--- config.mk ---
export PLATFORM = sky130hd
export DESIGN_NAME = output_unit
export DESIGN_NICKNAME = d
export VERILOG_FILES = /design/src/rtl/router_pkg.sv /design/src/rtl/sfifo.sv /design/src/rtl/output_unit.sv
export SDC_FILE = /design/constraint.sdc
export NUM_CORES = 1
export LEC_CHECK = 0
export ABC_AREA = 1
export CAP_MARGIN = 20
export CORE_MARGIN = 2
export CORE_UTILIZATION = 36
export CTS_CLUSTER_DIAMETER = 80
export DETAILED_ROUTE_END_ITERATION = 8
export GPL_TIMING_DRIVEN = 0
export HOLD_SLACK_MARGIN = 0.1
export PLACE_DENSITY = 0.63
export SKIP_CTS_REPAIR_TIMING = 1
export SLEW_MARGIN = 20
export SYNTH_ARGS = -nofsm -noshare
export SYNTH_HDL_FRONTEND = slang
export SYNTH_SLANG_ARGS = --single-unit
export TNS_END_PERCENT = 10
--- constraint.sdc ---
create_clock -name clk -period 2.7 [get_ports clk]
set_clock_uncertainty 0.15 [all_clocks]
set_input_delay 0.27 -clock clk [delete_from_list [all_inputs] [get_ports clk]]
set_output_delay 0.27 -clock clk [all_outputs]
set_load 0.01 [all_outputs]
--- src/rtl/router_pkg.sv ---
// Shared router types: flit layout plus the output-unit FSM states and error bit indices.
package router_pkg;

    localparam int unsigned FLIT_SIZE = 16;

    typedef enum logic [1:0] {
        HEAD_FLIT = 2'd0,
        BODY_FLIT = 2'd1,
        TAIL_FLIT = 2'd2,
        RSVD_FLIT = 2'd3
    } FLIT_TYPE_t;

    // MSB is the valid bit, followed by the flit type.
    typedef struct packed {
        logic                   valid;
        FLIT_TYPE_t             flit_type;
        logic [FLIT_SIZE-4:0]   payload;
    } FLIT_t;

    typedef enum logic [2:0] {
        OU_IDLE,
        OU_REQ,
        OU_RETRY,
        OU_SEND,
        OU_DONE
    } OU_STATE_t;

    localparam int unsigned OU_ACK_TIMEOUT  = 15;
    localparam int unsigned OU_ERR_TIMEOUT  = 0;
    localparam int unsigned OU_ERR_OVERFLOW = 1;

endpackage

--- src/rtl/sfifo.sv ---
// Synchronous show-ahead FIFO with 2**ADDR_WIDTH entries; rdata is the current head.
module sfifo #(
    parameter int unsigned DATA_WIDTH = 16,
    parameter int unsigned ADDR_WIDTH = 3
) (
    input  logic                  clk,
    input  logic                  reset_n,
    input  logic                  push,
    input  logic                  pop,
    input  logic [DATA_WIDTH-1:0] wdata,
    output logic [DATA_WIDTH-1:0] rdata,
    output logic                  full,
    output logic                  empty
);
    localparam int unsigned Depth = 2 ** ADDR_WIDTH;

    logic [DATA_WIDTH-1:0] mem [Depth];
    logic [ADDR_WIDTH-1:0] wr_ptr;
    logic [ADDR_WIDTH-1:0] rd_ptr;
    logic [ADDR_WIDTH:0]   count;
    logic                  do_push;
    logic                  do_pop;

    assign do_push = push && !full;
    assign do_pop  = pop && !empty;
    assign full    = count[ADDR_WIDTH];
    assign empty   = (count == '0);
    assign rdata   = mem[rd_ptr];

    always_ff @(posedge clk) begin
        if (do_push) begin
            mem[wr_ptr] <= wdata;
        end
    end

    always_ff @(posedge clk or negedge reset_n) begin
        if (!reset_n) begin
            wr_ptr <= '0;
            rd_ptr <= '0;
            count  <= '0;
        end else begin
            if (do_push) begin
                wr_ptr <= wr_ptr + 1'b1;
            end
            if (do_pop) begin
                rd_ptr <= rd_ptr + 1'b1;
            end
            if (do_push && !do_pop) begin
                count <= count + 1'b1;
            end else if (do_pop && !do_push) begin
                count <= count - 1'b1;
            end
        end
    end

endmodule

--- src/rtl/output_unit.sv ---
// Egress port: buffers whole packets from the crossbar and bursts each one downstream
// after a req/ack link grant, retrying the request when the ack times out.
module output_unit #(
    parameter int unsigned FLIT_SIZE   = router_pkg::FLIT_SIZE,
    parameter int unsigned DEPTH       = 8,
    parameter int unsigned ACK_TIMEOUT = router_pkg::OU_ACK_TIMEOUT
) (
    input  logic                 clk,
    input  logic                 reset_n,
    input  logic                 i_switch_valid,
    input  logic [FLIT_SIZE-1:0] i_switch_flit,
    output logic                 o_switch_ready,
    output logic                 o_port_busy,
    output logic                 o_packet_sent,
    output logic                 o_downstream_req,
    input  logic                 i_downstream_ack,
    output logic [FLIT_SIZE-1:0] o_flit,
    output logic [1:0]           o_err
);
    import router_pkg::*;

    localparam int unsigned AW   = $clog2(DEPTH);
    localparam int unsigned CntW = $clog2(ACK_TIMEOUT + 1);
    localparam logic [FLIT_SIZE-1:0] ValidBit = {1'b1, {(FLIT_SIZE-1){1'b0}}};

    OU_STATE_t            state;
    logic [FLIT_SIZE-1:0] head;
    logic                 full;
    logic                 empty;
    logic                 push;
    logic                 pop;
    logic                 push_tail;
    logic                 pop_tail;
    logic [AW:0]          tail_cnt;
    logic [CntW-1:0]      to_cnt;

    assign push      = i_switch_valid && !full && i_switch_flit[FLIT_SIZE-1];
    assign pop       = (state == OU_SEND) && !empty;
    assign push_tail = push && (FLIT_TYPE_t'(i_switch_flit[FLIT_SIZE-2 -: 2]) == TAIL_FLIT);
    assign pop_tail  = pop && (FLIT_TYPE_t'(head[FLIT_SIZE-2 -: 2]) == TAIL_FLIT);

    assign o_switch_ready   = !full;
    assign o_port_busy      = (state != OU_IDLE);
    assign o_downstream_req = (state inside {OU_REQ, OU_SEND});

    sfifo #(
        .DATA_WIDTH (FLIT_SIZE),
        .ADDR_WIDTH (AW)
    ) u_fifo (
        .clk     (clk),
        .reset_n (reset_n),
        .push    (push),
        .pop     (pop),
        .wdata   (i_switch_flit),
        .rdata   (head),
        .full    (full),
        .empty   (empty)
    );

    // Number of complete packets sitting in the buffer.
    always_ff @(posedge clk or negedge reset_n) begin
        if (!reset_n) begin
            tail_cnt <= '0;
        end else if (push_tail && !pop_tail) begin
            tail_cnt <= tail_cnt + 1'b1;
        end else if (pop_tail && !push_tail) begin
            tail_cnt <= tail_cnt - 1'b1;
        end
    end

    always_ff @(posedge clk or negedge reset_n) begin
        if (!reset_n) begin
            state         <= OU_IDLE;
            to_cnt        <= '0;
            o_flit        <= '0;
            o_packet_sent <= 1'b0;
            o_err         <= '0;
        end else begin
            o_packet_sent <= 1'b0;
            // A packet longer than the buffer can never complete: flag it and stay stuck.
            if (full && (tail_cnt == '0)) begin
                o_err[OU_ERR_OVERFLOW] <= 1'b1;
            end
            case (state)
                OU_IDLE: begin
                    if (tail_cnt != '0) begin
                        state  <= OU_REQ;
                        to_cnt <= '0;
                    end
                end
                OU_REQ: begin
                    if (i_downstream_ack) begin
                        state  <= OU_SEND;
                        to_cnt <= '0;
                    end else if (to_cnt == CntW'(ACK_TIMEOUT - 1)) begin
                        state                 <= OU_RETRY;
                        o_err[OU_ERR_TIMEOUT] <= 1'b1;
                    end else begin
                        to_cnt <= to_cnt + 1'b1;
                    end
                end
                OU_RETRY: begin
                    to_cnt <= '0;
                    state  <= OU_REQ;
                end
                OU_SEND: begin
                    if (pop) begin
                        o_flit <= head | ValidBit;
                        if (pop_tail) begin
                            state         <= OU_DONE;
                            o_packet_sent <= 1'b1;
                        end
                    end
                end
                OU_DONE: begin
                    o_flit <= '0;
                    state  <= OU_IDLE;
                end
                default: state <= OU_IDLE;
            endcase
        end
    end

endmodule

* Word level (Yosys, flattened, before mapping)
Memories as Yosys holds them, arrays and structs flattened.
Cells that the tools add are included.
Widths: inputs -> output; s select.
** Word-level totals
- Output and inout bits :: 22
- Word-level logic and storage cells :: 84
- Bits in writable memories :: 128
- Input port bits :: 20
- Memories :: 1
- Register bits :: 40
** Cells by class
- Bitwise operators :: 1
- Multiplexer cells :: 21
- Reductions and logical operators :: 32
- Equality and inequality tests :: 12
- $add $sub $neg :: 7
** Memories
- u_fifo.mem :: words 8, bits a word 16, rd ports 1, clocked after Yosys merged registers in 0, wr ports 1, RTL line sfifo.sv:17 : logic [DATA_WIDTH-1:0] mem [Depth];
** Operators by type and width (number)
- $pmux 16 s2 :: 1
- $mux 4 :: 7
- $mux 16 :: 1
- $mux 3 :: 5
- $add 4x1->4 const B :: 3
- $logic_and 1x1->1 :: 12
- $pmux 3 s4 :: 1
- $pmux 4 s3 :: 1
- $logic_not 4->1 :: 2
- $reduce_bool 2->1 :: 4
- $sub 4x1->4 const B :: 2
- $add 3x1->3 const B :: 2
- $eq 3x2->1 const B :: 2
- $logic_not 1->1 :: 6
- $ne 2x2->1 const B :: 3
- $reduce_and 3->1 :: 2
- $reduce_bool 3->1 :: 2
- $mux 1 :: 5
- $eq 2x2->1 const B :: 2
- $eq 4x4->1 const B :: 1
- $reduce_and 4->1 :: 1
- $reduce_bool 4->1 :: 1
- $eq 3x1->1 const B :: 1
- $eq 3x3->1 const B :: 1
- other kinds (5) :: 5

* Logic depth before layout (Yosys ltp)
- Word-level depth :: 8
- Mapped depth :: 15
- Mapped depth without buffers :: 15

* Cells and area by module
From an unflattened synthesis, not the netlist that was laid out.
** Second synthesis, totals
- Cell total of the unflattened synthesis :: 804
- Area, all modules :: 7571.0 um^2
** Modules (own cells, without submodules)
- sfifo :: seq. area each 4093.9 um^2, times used 1, area an instance 6080.8 um^2, cells each 629
- output_unit :: seq. area each 750.7 um^2, times used 1, area an instance 1490.2 um^2, cells each 175

* Least setup slack after synthesis
No wires, ideal clock.
- Path kind :: register -> register
- Start :: register u_fifo.rd_ptr[0]
- End :: register tail_cnt[3]
- Arrival :: 2163 ps
- Cell stages (with the launch flop) :: 16
- Period minus slack after synthesis :: 2437 ps
- Buffers on the path :: 1
- Slack :: 263 ps
- Data required time :: 2426 ps
- Library setup time :: 124 ps
- Path through :: dfrtp_1 -> inv_2 -> buf_6 -> nand2_1 -> nand3_1 -> nand3_1 -> nand2_1 -> nand3_2 -> ha_1 -> inv_1 -> ha_1 -> a21oi_1 -> nand2_1 -> a21oi_1 -> o21ai_0 -> xnor2_1
** Between the ends
- Longest elaborated chain between the ends :: 6
- Elaborated cells on any way between the ends :: 8
- Classes of those cells :: eq/ne (1); mux (1); reduce/logical (5); memory (1)
** RTL lines
- start: declaration :: RTL line sfifo.sv:19 : logic [ADDR_WIDTH-1:0] rd_ptr;
- start signal: assignment :: RTL line sfifo.sv:46 : rd_ptr <= rd_ptr + 1'b1;
- $mem_v2 8x16 (*)
- $eq 2x2->1 (*) :: RTL line output_unit.sv:40 : assign pop_tail = pop && (FLIT_TYPE_t'(head[FLIT_SIZE-2 -: 2]) == TAIL_FLIT);
- $logic_and 1x1->1 (*) :: RTL line output_unit.sv:40
- $logic_not 1->1 :: RTL line output_unit.sv:64 : end else if (push_tail && !pop_tail) begin
- $logic_and 1x1->1 :: RTL line output_unit.sv:64
- $mux 4 or $reduce_bool 2->1 (tied branches)
- end signal: assignment :: RTL line output_unit.sv:65 : tail_cnt <= tail_cnt + 1'b1;
- end signal: assignment :: RTL line output_unit.sv:67 : tail_cnt <= tail_cnt - 1'b1;
- end: declaration :: RTL line output_unit.sv:34 : logic [AW:0] tail_cnt;
Every way passes the cells marked *; elsewhere a longest branch is shown, timed or not.
A chain may end at the register's enable or synchronous reset.

* Worst setup path after layout
- Start :: register u_fifo.rd_ptr[1]
- End :: register tail_cnt[3]
Same word-level chain as after synthesis.

==> out/results.md <==
* result of the run: completed
* initial DRC count: 378
* number of cells on the worst reg-to-reg path: 14
* number of buffer and inverter instances along the worst setup path: 3
* crit-path max cell delay: 0.43 ns
* Core Rows: 49
* horizontal die dimension: 139 µm
* via count of the first global-routing pass: 4,449
* commonest non-fill, non-tap cell in the layout: edfxtp_1
* Crit. End Element: flop
* crit path cell chain: inv_2, buf_2, nand3_1, nand3_1, nand2_2, nand3_4, ha_1, inv_2, ha_1, nand3_1, nand2_1, a21oi_1, o21ai_1, xnor2_1
* Core Footprint: 17,900 µm²
* clock-pin slew on the worst setup and hold paths: 0.07 ns
* Data required, critical path: 2.86 ns
* worst-case clock buffer depth: 2
* largest fanout of any net on the critical path: 10
* number of synthesized register bits: 160
* end-of-flow core utilization: 0.451
* WL/cell: 18.6 µm
* CTS root buf: clkbuf_16
* wire length of the first global-routing pass: 24,700 µm
* count of input and output buffers: 41
* routability-driven placement congestion ratio: 0.769
* io pins: 42
* portion of the post-synthesis area used by sequential elements: 0.702
* clock latency on the worst-skew pair: 0.43 ns
* largest net degree at the start of global routing: 26
* Top delay family on crit path: simple AND/OR/NAND/NOR gates
* total of max-cap violations: 0
* portion of the clock cycle consumed by the worst path in the final layout: 0.945
* initial antenna violation count: 0
* Remaining DRCs: 0
* total clock buffers created by CTS: 17
* pre-CTS setup slack: -0.141 ns
* Critical-path top delay cell: dfrtp_1
* leftover overflow at the end of global routing: 0
* most area-hungry cell type in the Yosys netlist: edfxtp_1
* transition time at the pin with the least slew margin: 0.669 ns
* Global Route Usage Sum: 0.170
* overall power after layout: 9.03 mW
* asr flop ratio synth: 0.250
* length of the first detailed-routing pass in iterations: 6
* number of gates on the worst path with buffers counted: 14
* number of flops mapped to enable cells by yosys: 120
* flip-flop cell with the highest count after synthesis: edfxtp_1
* Achievable Freq: 0.392 GHz
* type of the most critical hold path: input port to async pin
* shortest period the worst path allows: 2.55 ns
* nature of the critical path startpoint: flop
* number of warnings reported in the yosys synthesis log: 0
* effective utilization at floorplan: 0.366
* Syn Inst Count: 543
* Most common cell on crit path: nand3_1
* total number of vias: 4,411
* Fin Hold WS: 0.194 ns
* worst vdd rail ir drop: 0.000672 V
* Antenna Diode Count: 0
* layout overhead on the synthesized area: 23.0%
* Total Nets Final: 652
* CTS H-Tree Depth: 4
* post-synthesis instance area: 6560 µm²
* top library cells by usage in the layout, fill and taps aside: 120 x edfxtp_1, 80 x nand2_1, 69 x nor2_1
* antenna-violating nets left: 0
* full die area: 19,300 µm²
* Yosys cell types: 30
* count of clock tree sinks: 160
* total power per unit cell area: 1120 nW/µm²
* Worst EP arrival: 2.71 ns
* Max transition margin: 0.554
* per-instance average area after synthesis: 12.1 µm²
* TritonCTS clock tree: yes
* max-slew violation count: 0
* detailed placer's ending HPWL: 10,400 µm
* net count after synthesis: 575
* proportion of netlist area held by the largest area contributor: 0.550
* crit path setup slack, layout: 0.149 ns
* Detailed Route WL: 16,000 µm
* detailed-route vias per instance: 5.12
* largest cells by area after synthesis: edfxtp_1 55%, dfrtp_1 15%, nand2_1 4.7%, nor2_1 4.4%, o21ai_0 4.1%
* final number of hold-violating endpoints: 0
* ratio of cells with drive above 1 in the final layout: 0.141
* category of the most critical setup path: flop to flop
* Setup violations, final: 0
* leakage dissipation: 3.03 nW
* chip height: 139 µm
## where the power goes
part / internal [mW] / switching, mW / leakage, nW
Combinational: 1.32 / 2.04 / 1.21
Clock: 1.37 / 0.988 / 0.265
Sequential: 3.04 / 0.279 / 1.56
Total: 5.73 / 3.30 / 3.03
## cell usage after synthesis (4+ instances only)
cell type  instances
inv_1             35
nand2_1           82
o221ai_1          14
buf_6              7
clkbuf_1           7
o21ai_1           19
dfrtp_1           40
o22ai_1           12
a21oi_1            5
buf_2              6
xor2_1             5
edfxtp_1         120
ha_1              10
inv_2              4
nand3_1           23
xnor2_1            5
nor2_1            77
o21ai_0           54
## flip-flops by register name (all words and copies together), names as in the netlist
signal	cells
u_fifo.rd_ptr	3
u_fifo.count	4
o_err	2
o_flit	16
u_fifo.wr_ptr	3
o_packet_sent	1
to_cnt	4
u_fifo.mem	120
state	3
tail_cnt	4
## final timing paths
path                                                    from                            to  slack, ns
max in group asynchronous                            reset_n         to_cnt[2]$_DFFE_PN0P_       1.71
worst max-delay path            u_fifo.rd_ptr[1]$_DFFE_PN0P_       tail_cnt[3]$_DFFE_PN0P_       0.15
worst min-delay path                                 reset_n  u_fifo.rd_ptr[0]$_DFFE_PN0P_       0.19
worst min register to register          o_err[0]$_DFFE_PN0P_          o_err[0]$_DFFE_PN0P_       0.31
min in group clk                        o_err[0]$_DFFE_PN0P_          o_err[0]$_DFFE_PN0P_       0.31
worst max register to register  u_fifo.rd_ptr[1]$_DFFE_PN0P_       tail_cnt[3]$_DFFE_PN0P_       0.15
## cells by family (layout without fill, tap and decap cells)
group | Yosys count | after routing | synth area share
DFF | 160 | 160 | 0.702
xor gates and xnor gates | 10 | 10 | 0.0134
AOI/OAI and AO/OA | 106 | 106 | 0.0922
and+or+nand+nor | 192 | 192 | 0.119
buffers and inverters | 61 | 151 | 0.0448
adders and majority gates | 12 | 12 | 0.0252
muxes | 2 | 2 | 0.00343
## metrics by stage
step / TNS [ns] / instances / area [µm²]
5_1_grt: -0.00793 / 862 / 8070
3_3_place_gp: -45.72 / 813 / 7250
6_report: 0 / 862 / 8070
3_5_place_dp: -0.141 / 822 / 7390
2_1_floorplan: 0 / 543 / 6560
4_1_cts: -0.151 / 854 / 7970
## per-layer routing
| layer | vias up | GRT usage | part of all wire |
|---|---|---|---|
| met5 | - | 0 | 0 |
| met1 | 2192 | 0.216 | 0.43 |
| met4 | 0 | 0.0532 | 0.016 |
| met2 | 135 | 0.286 | 0.50 |
| met3 | 23 | 0.0439 | 0.052 |
| li1 | 2061 | - | - |
## layout make-up
cell class | instances | area, µm²
sequential | 160 | 4610
buffer | 22 | 151
inverter | 39 | 151
tap | 229 | 287
fill | 1628 | 9830
multi-input combinational | 322 | 1710
timing repair buffer | 58 | 593
clock inverter | 12 | 136
clock buffer | 20 | 437
Note: power is estimated with default switching activity, not from simulation.
